==> config.mk <==
export PLATFORM = sky130hd
export DESIGN_NAME = jtag_shift_master
export DESIGN_NICKNAME = d
export VERILOG_FILES = /design/src/rtl/jtag_shift_master.sv
export SDC_FILE = /design/constraint.sdc
export NUM_CORES = 1
export LEC_CHECK = 0
export ABC_AREA = 1
export ABC_CLOCK_PERIOD_IN_PS = 2000
export BUFFER_PORTS_ARGS = -buffer_cell sky130_fd_sc_hd__buf_2
export CELL_PAD_IN_SITES_DETAIL_PLACEMENT = 1
export CELL_PAD_IN_SITES_GLOBAL_PLACEMENT = 2
export CORE_MARGIN = 4
export CORE_UTILIZATION = 32
export CTS_BUF_LIST = sky130_fd_sc_hd__clkbuf_8
export DETAILED_ROUTE_END_ITERATION = 16
export PLACE_DENSITY = 0.82
export SYNTH_ARGS = -nofsm -noshare
export SYNTH_HDL_FRONTEND = slang
export SYNTH_SLANG_ARGS = --single-unit
==> constraint.sdc <==
create_clock -name clk -period 2 [get_ports clk]
set_input_delay 0.2 -clock clk [delete_from_list [all_inputs] [get_ports clk]]
set_output_delay 0.2 -clock clk [all_outputs]
set_load 0.02 [all_outputs]
==> src/rtl/jtag_shift_master.sv <==
// jtag_shift_master: single-TAP JTAG scan engine.
// Runs DR/IR scans and TAP resets on a divided TCK.
module jtag_shift_master #(
  parameter int unsigned CLK_DIV = 2
) (
  input  logic        clk,
  input  logic        resetb,
  input  logic        cmd_valid,
  output logic        cmd_ready,
  input  logic [1:0]  cmd_op,
  input  logic [4:0]  cmd_len,
  input  logic [31:0] cmd_data,
  output logic        rsp_valid,
  output logic [31:0] rsp_data,
  output logic        busy,
  output logic        tck,
  output logic        tms,
  output logic        tdi,
  input  logic        tdo
);

  typedef enum logic [2:0] {
    IDLE, PRE, SHIFT, POST, RST, DONE
  } state_e;

  localparam logic [1:0] OP_IR  = 2'b01;
  localparam logic [1:0] OP_RST = 2'b10;
  localparam logic [1:0] OP_NOP = 2'b11;
  localparam logic [7:0] DIV_MAX = 8'(CLK_DIV - 1);

  state_e      state_q, state_d, nst;
  logic [7:0]  div_q, div_d;
  logic [5:0]  cnt_q, cnt_d, ncnt;
  logic        tck_q, tck_d;
  logic        tms_q, tms_d;
  logic        tdi_q, tdi_d;
  logic        ir_q, ir_d;
  logic [4:0]  len_q, len_d;
  logic [31:0] data_q, data_d;
  logic [31:0] cap_q, cap_d;
  logic [31:0] rsp_q, rsp_d;
  logic        accept, tick, rise, fall;

  // TMS level for a given scan step; the TAP starts in Run-Test/Idle
  function automatic logic tms_at(state_e st, logic [5:0] c,
                                  logic ir, logic [4:0] len);
    logic v;
    v = 1'b0;
    unique case (st)
      PRE:     v = ir ? (c < 6'd2) : (c == 6'd0);
      SHIFT:   v = (c == {1'b0, len});
      POST:    v = (c == 6'd0);
      RST:     v = (c < 6'd5);
      default: v = 1'b0;
    endcase
    return v;
  endfunction

  assign busy      = (state_q == PRE) || (state_q == SHIFT) ||
                     (state_q == POST) || (state_q == RST);
  assign cmd_ready = !busy;
  assign accept    = cmd_valid && cmd_ready;
  assign tick      = (div_q == DIV_MAX);
  assign rise      = busy && tick && !tck_q;
  assign fall      = busy && tick && tck_q;

  assign rsp_valid = (state_q == DONE);
  assign rsp_data  = rsp_q;
  assign tck       = tck_q;
  assign tms       = tms_q;
  assign tdi       = tdi_q;

  // Next state, TCK divider, scan step sequencing and capture
  always_comb begin
    state_d = state_q;
    div_d   = div_q;
    cnt_d   = cnt_q;
    tck_d   = tck_q;
    tms_d   = tms_q;
    tdi_d   = tdi_q;
    ir_d    = ir_q;
    len_d   = len_q;
    data_d  = data_q;
    cap_d   = cap_q;
    rsp_d   = rsp_q;
    nst     = state_q;
    ncnt    = cnt_q + 6'd1;

    unique case (state_q)
      PRE: begin
        if (cnt_q == (ir_q ? 6'd3 : 6'd2)) begin
          nst  = SHIFT;
          ncnt = 6'd0;
        end
      end
      SHIFT: begin
        if (cnt_q == {1'b0, len_q}) begin
          nst  = POST;
          ncnt = 6'd0;
        end
      end
      POST: begin
        if (cnt_q == 6'd1) begin
          nst  = DONE;
          ncnt = 6'd0;
        end
      end
      RST: begin
        if (cnt_q == 6'd5) begin
          nst  = DONE;
          ncnt = 6'd0;
        end
      end
      default: begin
        nst  = state_q;
        ncnt = 6'd0;
      end
    endcase

    if (busy) begin
      div_d = tick ? 8'd0 : div_q + 8'd1;
      if (tick) tck_d = !tck_q;
      if (rise && state_q == SHIFT) cap_d[cnt_q[4:0]] = tdo;
      if (fall) begin
        state_d = nst;
        cnt_d   = ncnt;
        tms_d   = tms_at(nst, ncnt, ir_q, len_q);
        tdi_d   = (nst == SHIFT) ? data_q[ncnt[4:0]] : 1'b0;
        if (nst == DONE) rsp_d = (state_q == RST) ? '0 : cap_q;
      end
    end

    if (state_q == DONE) state_d = IDLE;

    if (accept) begin
      ir_d   = (cmd_op == OP_IR);
      len_d  = cmd_len;
      data_d = cmd_data;
      cap_d  = '0;
      div_d  = 8'd0;
      cnt_d  = 6'd0;
      tck_d  = 1'b0;
      tdi_d  = 1'b0;
      unique case (1'b1)
        (cmd_op == OP_NOP): state_d = DONE;
        (cmd_op == OP_RST): begin
          state_d = RST;
          tms_d   = 1'b1;
        end
        default: begin
          state_d = PRE;
          tms_d   = 1'b1;
        end
      endcase
    end
  end

  // State registers; reset abandons any scan in flight
  always_ff @(posedge clk or negedge resetb) begin
    if (!resetb) begin
      state_q <= IDLE;
      div_q   <= 8'd0;
      cnt_q   <= 6'd0;
      tck_q   <= 1'b0;
      tms_q   <= 1'b1;
      tdi_q   <= 1'b0;
      ir_q    <= 1'b0;
      len_q   <= 5'd0;
      data_q  <= '0;
      cap_q   <= '0;
      rsp_q   <= '0;
    end else begin
      state_q <= state_d;
      div_q   <= div_d;
      cnt_q   <= cnt_d;
      tck_q   <= tck_d;
      tms_q   <= tms_d;
      tdi_q   <= tdi_d;
      ir_q    <= ir_d;
      len_q   <= len_d;
      data_q  <= data_d;
      cap_q   <= cap_d;
      rsp_q   <= rsp_d;
    end
  end

endmodule

==> flow_metrics.tcl, run 1 <==
set metrics [dict create \
    drv_slew 0 \
    status "finished, violations left" \
    setup_ws_ns -0.1880 \
    crit_slowest_cell "dfrtp_1" \
    drt_pass1_iterations 4 \
    die_h_um 145.7 \
    io_buffers 80 \
    overflow 0 \
    drt_iter0_markers 228 \
    violations "negative setup slack" \
    hp-class "primary input to flop" \
    vias 6042 \
    place_worst_setup_slack_ns -0.3194 \
    grt_use_total_pct 17.20 \
    max-vdd-ir-drop_mv 0.7368 \
    grt_antenna_before_repair 0 \
    max_freq_mhz 457.0 \
    period_share_pct 109.4 \
    internal-power_w 0.006416 \
    critPathBufInv 2 \
    wl_per_cell_um 16.30 \
    path_clk_slew_ns 0.08 \
    cp_top_family "simple AND/OR/NAND/NOR gates" \
    post-route-drc-count 0 \
    critical_path_class "flop to flop" \
    coreArea_um2 18640 \
    comb_power_share_pct 51.0 \
    fin_crit_ns 2.188 \
    relSlewSlack_pct 65.39 \
    p_sw_share_pct 42.29 \
    cts_tree "built" \
    crit_top_cell "nand2_1" \
    final_util_pct 48.65 \
    skew_ns 0.008999 \
    seqPwrFrac_pct 29.5 \
    syn_to_final_growth_pct 49.56 \
    grt_pass1_wl_um 30220 \
    start_util_pct 32.53 \
    antenna_cells 0 \
    worst_slew_pin_slew_ns 0.5137 \
    worstPathArrival_ns 2.58 \
    setup_viol 35 \
    die_area_um2 21220 \
    die_w_um 145.7 \
    fp-row-count 50 \
    layout.nets 1040 \
    avgSynthCellArea_um2 7.948 \
    yosysWarnings 0 \
    fillers 2191 \
    maxCapViolations 0 \
    seqCellArea_um2 3060 \
    clockBufferDepth 2 \
    rsz0062_at_grt "true" \
    cp-start-kind "flop" \
    critPathMaxStageDelay_ns 0.39 \
    synth_cell_types 34 \
    grt_pass1_vias 6024 \
    clk_latency_ns 0.45 \
    drive_gt1_share_pct 35.99 \
    power_w 0.01112 \
    wl_um 20170 \
    cts_max_level 4 \
    end_kind "flop" \
    synthesis.nets 812 \
    clock-sinks 122 \
    synthCells 763 \
    io_pins 81 \
    path_cells "buf_4 > nand2_1 > nand2_1 > nor2_2 > nand3_2 > nand2_4 > nand2_8 > buf_6 > nand2_4 > nand2_4 > nor3_4 > nand2_1 > nand2_1 > nand2_1 > nand3_1 > nand2_1 > nand2_1" \
    root_buffer "clkbuf_8" \
    ys_ff_latch 122 \
    syn_area_um2 6065 \
    cts_buffers 17 \
    powerDensity_nw_per_um2 1226 \
    clockPowerShare_pct 19.5 \
    multiInputGateArea_um2 3163 \
    ant_nets 0 \
    ys_seq_area_share_pct 50.36 \
    grt_max_degree 65 \
    power.leakage_nw 4.445 \
    cp_max_fo 7 \
    dp.final_hpwl_um 12620 \
    worstPathRequired_ns 2.39 \
    p_switching_w 0.004701 \
    final_hold_viol_count 0 \
    gp_congestion 0.8232 \
    viasPerCell 4.884 \
]
[layout by cell type, fill, tap and decap left out, types with 27 or more instances in the layout]
master and n:
dfrtp_1 116, nand2_1 232, buf_2 79, buf_4 105, nand3_1 45, dlygate4sd3_1 37, o21ai_0 46, a21oi_1 36
nor3_2 27, o21ai_1 38, inv_1 38
[stage by stage]
step           cell area [um2]  setup TNS [ns]  hold slack, ns  std cells
2_1_floorplan             6091       -0.006821        -0.09559        763
3_3_place_gp              7417          -1.459          0.1259       1141
3_5_place_dp              7417          -3.295          0.1252       1141
4_1_cts                   8297         -0.3112       0.0004238       1211
5_1_grt                   9070          -7.002         0.01389       1237
6_report                  9070          -2.798         0.02046       1237
[routing by layer]
metal / track usage (%) / up-vias / part of all wire [%]
met4: 5.033 / 0 / 2.5
met1: 22.61 / 2925 / 45
met5: 0 / - / 0
li1: - / 2969 / -
met2: 29.05 / 119 / 50
met3: 3.145 / 29 / 2.9
[synthesized netlist by cell type]
| library cell | n | share of area, % |
|---|---|---|
| nand2_1 | 242 | 15 |
| dfrtp_1 | 121 | 50 |
| nand3_1 | 56 | 4.6 |
| o21ai_0 | 55 | 4.5 |
| inv_1 | 41 | 2.5 |
| nor3_1 | 40 | 3.3 |
| a21oi_1 | 37 | 3.1 |
| nor2_1 | 30 | 1.9 |
| o21ai_1 | 30 | 2.5 |
| clkbuf_1 | 27 | 1.7 |
| inv_2 | 9 | 0.56 |
| xor2_1 | 9 | 1.3 |
| nand2_2 | 8 | 0.83 |
| o22ai_1 | 7 | 0.72 |
| ha_1 | 6 | 1.2 |
| nand3_2 | 6 | 0.99 |
| nand4_1 | 5 | 0.52 |
| buf_6 | 4 | 0.74 |
| clkinv_1 | 4 | 0.25 |
| nor2_2 | 4 | 0.41 |
| nor2_4 | 4 | 0.74 |
| buf_2 | 2 | 0.17 |
| buf_4 | 2 | 0.25 |
| nand2_4 | 2 | 0.37 |
| nand3b_1 | 2 | 0.25 |
| nor4_1 | 2 | 0.21 |
| a21boi_2 | 1 | 0.19 |
| dfstp_2 | 1 | 0.43 |
| nand4_2 | 1 | 0.21 |
| nor3_2 | 1 | 0.17 |
| o21ai_2 | 1 | 0.14 |
| o31ai_1 | 1 | 0.12 |
| or2_2 | 1 | 0.10 |
| xnor2_1 | 1 | 0.14 |
[registers in the layout (all words and copies together) (netlist names)]
| signal | cells |
|---|---|
| data_q | 32 |
| rsp_data | 32 |
| div_q | 8 |
| tck | 1 |
| tms | 1 |
| cap_q | 32 |
| state_q | 3 |
| ir_q | 1 |
| tdi | 1 |
| len_q | 5 |
| cnt_q | 6 |
[final cells by class]
type                       instances  share of cell area [%]
clock buffer                      18                   2.731
clock inverter                    13                   1.435
inverter                          54                   2.387
multi-input combinational        552                   34.87
sequential                       122                   33.74
tap                              234                   3.228
timing repair buffer             244                   21.60
[power groups by stage]
stage / Combinational, W / Sequential, W / Clock, W
2_1_floorplan: 0.00270 / 0.00323 / 0
3_3_place_gp: 0.00430 / 0.00329 / 0
3_5_place_dp: 0.00439 / 0.00330 / 0
4_1_cts: 0.00458 / 0.00326 / 0.00221
5_1_grt: 0.00622 / 0.00334 / 0.00236
6_report: 0.00567 / 0.00328 / 0.00217
[worst min-delay path, cell delays in order]
cell and delay, ns:
buf_2 0.10, nand2_1 0.06, nand3_1 0.07
[logic make-up after synthesis]
family | Yosys count | share of synthesized area, %
simple gates | 404 | 29.54
flops | 122 | 50.36
fa+ha+maj | 6 | 1.238
compound gates | 132 | 11.24
buf+inv | 89 | 6.169
xor+xnor | 10 | 1.444
[timing repair]
action / CTS / global route
hold endpoints to repair: 83 / 0
buffers inserted: 2 / 18
hold buffers: 37 / 0
gates resized for setup: 26 / 111
pin swaps: 5 / 20
setup endpoints to repair: 74 / 75
cloned: 0 / 8
[path summary, 6_finish.rpt]
kind	startpoint	to	slack [ns]	cells past startpoint
max	cnt_q[1]	tms	-0.19	17
min	cmd_op[1]	state_q[2]	0.02	3
max reg2reg	cnt_q[1]	tms	-0.19	17
min reg2reg	data_q[11]	data_q[11]	0.47	2
max in group asynchronous	resetb	data_q[31]	1.19	3
min in group asynchronous	resetb	ir_q	0.20	2
No activity file was read; power rests on OpenSTA's default activity.
==> inputs of run 2 (changes only) <==
--- a/config.mk
+++ b/config.mk
@@ -7,7 +7,7 @@
 export LEC_CHECK = 0
 export ABC_AREA = 1
 export ABC_CLOCK_PERIOD_IN_PS = 2000
-export BUFFER_PORTS_ARGS = -buffer_cell sky130_fd_sc_hd__buf_2
+export BUFFER_PORTS_ARGS = -buffer_cell sky130_fd_sc_hd__buf_4
 export CELL_PAD_IN_SITES_DETAIL_PLACEMENT = 1
 export CELL_PAD_IN_SITES_GLOBAL_PLACEMENT = 2
 export CORE_MARGIN = 4
==> run 2 against run 1 <==
Effect of this change: the run still ends with negative setup slack left; highest routed layer unchanged; clock skew up 0.0048 ns; critical path depth down 1; setup slack better by 0.017 ns; flip-flop and latch count unchanged; first-iteration DRC count down 2.6%; critical path type unchanged; routed wire length about the same; non-clock buffer count up 3; global-route usage up 0.67 points.
==> flow_metrics.tcl, run 2 (synthesized netlist as in run 1, its figures left out) <==
set metrics [dict create \
    status "finished, violations left" \
    violations "negative setup slack" \
    placed_cell_area_um2 7640 \
    powerDensity_nw_per_um2 1220 \
    dp.final_hpwl_um 12850 \
    io_pins 81 \
    setup_viol 39 \
    mostFrequentLayoutCells "nand2_1 (227), buf_4 (177), dfrtp_1 (115)" \
    io_buffers 80 \
    design_area_um2 9462 \
    grt_max_degree 65 \
    critPathBufInv 4 \
    ant_nets 0 \
    grt_use_total_pct 17.87 \
    die_h_um 145.7 \
    start_util_pct 32.53 \
    crit_cells 16 \
    wl_per_cell_um 16.24 \
    drt_iter0_markers 222 \
    viasPerCell 4.895 \
    post-route-drc-count 0 \
    r2r_setup_slack_ns -0.17 \
    vias 6075 \
    max-vdd-ir-drop_mv 0.4770 \
    drive_gt1_share_pct 37.74 \
    antenna_cells 0 \
    critical_path_class "flop to flop" \
    rr_worst_depth 16 \
    max_freq_mhz 460.7 \
    worst_slew_pin_slew_ns 0.5234 \
    seqCellArea_um2 3062 \
    skew_ns 0.01380 \
    grt_pass1_wl_um 31110 \
    fin_hold_ws_ns 0.05950 \
    final_cells 1241 \
    maxCapViolations 0 \
    fin_tns_setup_ns -4.045 \
    drt_pass1_iterations 4 \
    die_area_um2 21220 \
    multiInputGateArea_um2 3333 \
    place_worst_setup_slack_ns -0.1748 \
    fin_crit_ns 2.171 \
    r2r-start "state_q[1]" \
    path_clk_slew_ns 0.08 \
    period_share_pct 108.5 \
    gp_congestion 0.8319 \
    crit_slowest_cell "dfrtp_1" \
    hp-class "primary input to flop" \
    cts_tree "built" \
    setup_ws_ns -0.1708 \
    root_buffer "clkbuf_8" \
    end_kind "flop" \
    holdPathEnd "div_q[0]" \
    path_cells "inv_2 > nand3_4 > inv_2 > nand2_2 > nand2_2 > nor2_4 > buf_6 > a21boi_4 > clkbuf_16 > nand3_1 > nand3_1 > nand3_1 > nand2_1 > nand2_1 > nand3_2 > nand2_1" \
    cp-start-kind "flop" \
    fillers 2158 \
    clock-sinks 122 \
    relSlewSlack_pct 64.74 \
    holdCritStartpoint "cmd_valid" \
    grt_antenna_before_repair 0 \
    r2r_end "tdi" \
    layout.nets 1043 \
    clockBufferDepth 2 \
    whs_path_depth 4 \
    worstPathRequired_ns 2.36 \
    coreArea_um2 18640 \
    clk_latency_ns 0.46 \
    cp_max_fo 4 \
    layout_commonest_cell "nand2_1" \
    fp-row-count 50 \
    cts_buffers 17 \
    wl_um 20150 \
    overflow 0 \
    final_hold_viol_count 0 \
    critPathMaxStageDelay_ns 0.44 \
    power.leakage_nw 4.524 \
    drv_slew 0 \
    rsz0062_at_grt "true" \
    grt_pass1_vias 6309 \
    syn_to_final_growth_pct 56.01 \
    die_w_um 145.7 \
    cts_max_level 4 \
    worstPathArrival_ns 2.53 \
    cp_top_family "simple AND/OR/NAND/NOR gates" \
    dp_cells 1141 \
]
## run 2: repair_timing
action                     CTS  global route
hold endpoints to repair    72             0
hold buffers                40             0
gates resized for setup     57           137
setup buffers                8            16
setup endpoints to repair   48            76
cloned                       1             3
pin swaps                   19            32
## run 2: cell type report
cell class | instances | area share (%)
multi-input cells | 552 | 35.23
repair buffers | 247 | 23.13
clock buffers | 18 | 2.618
clock inverters | 14 | 1.217
well taps | 234 | 3.094
flip-flops and latches | 122 | 32.36
inverters | 54 | 2.354
## run 2: per-layer routing
metal / vias up / routed length [um] / track usage (%)
li1: 2984 / - / -
met1: 2949 / 8772 / 22.71
met2: 109 / 10350 / 30.75
met3: 33 / 623 / 3.239
met4: 0 / 408 / 5.983
met5: - / 0 / 0
## run 2: worst min-delay path: stages
cell,delay (ns)
buf_4,0.08
nor2_1,0.07
nand2_1,0.06
o21ai_0,0.06
## run 2: worst max path at each step
| stage | startpoint | slack (ns) | to |
|---|---|---|---|
| floorplan | cnt_q[1] | -0.007 | tdi |
| detailed placement | cnt_q[0] | -0.17 | tdi |
| global placement | cnt_q[0] | -0.13 | tdi |
| global route | cnt_q[1] | -0.34 | tms |
| CTS | cnt_q[5] | -0.09 | tms |
| finish | state_q[1] | -0.17 | tdi |
## run 2: per-stage QoR
step                util, %  total power (W)
global route          50.75          0.01237
global placement      40.98         0.007772
floorplan                 -         0.005925
detailed placement    40.98         0.007854
CTS                   46.82          0.01072
finish                50.75          0.01154
## run 2: power breakdown
| group | switching, W | internal, W |
|---|---|---|
| Clock | 0.00114 | 0.000916 |
| Sequential | 0.000361 | 0.00294 |
| Combinational | 0.00353 | 0.00266 |
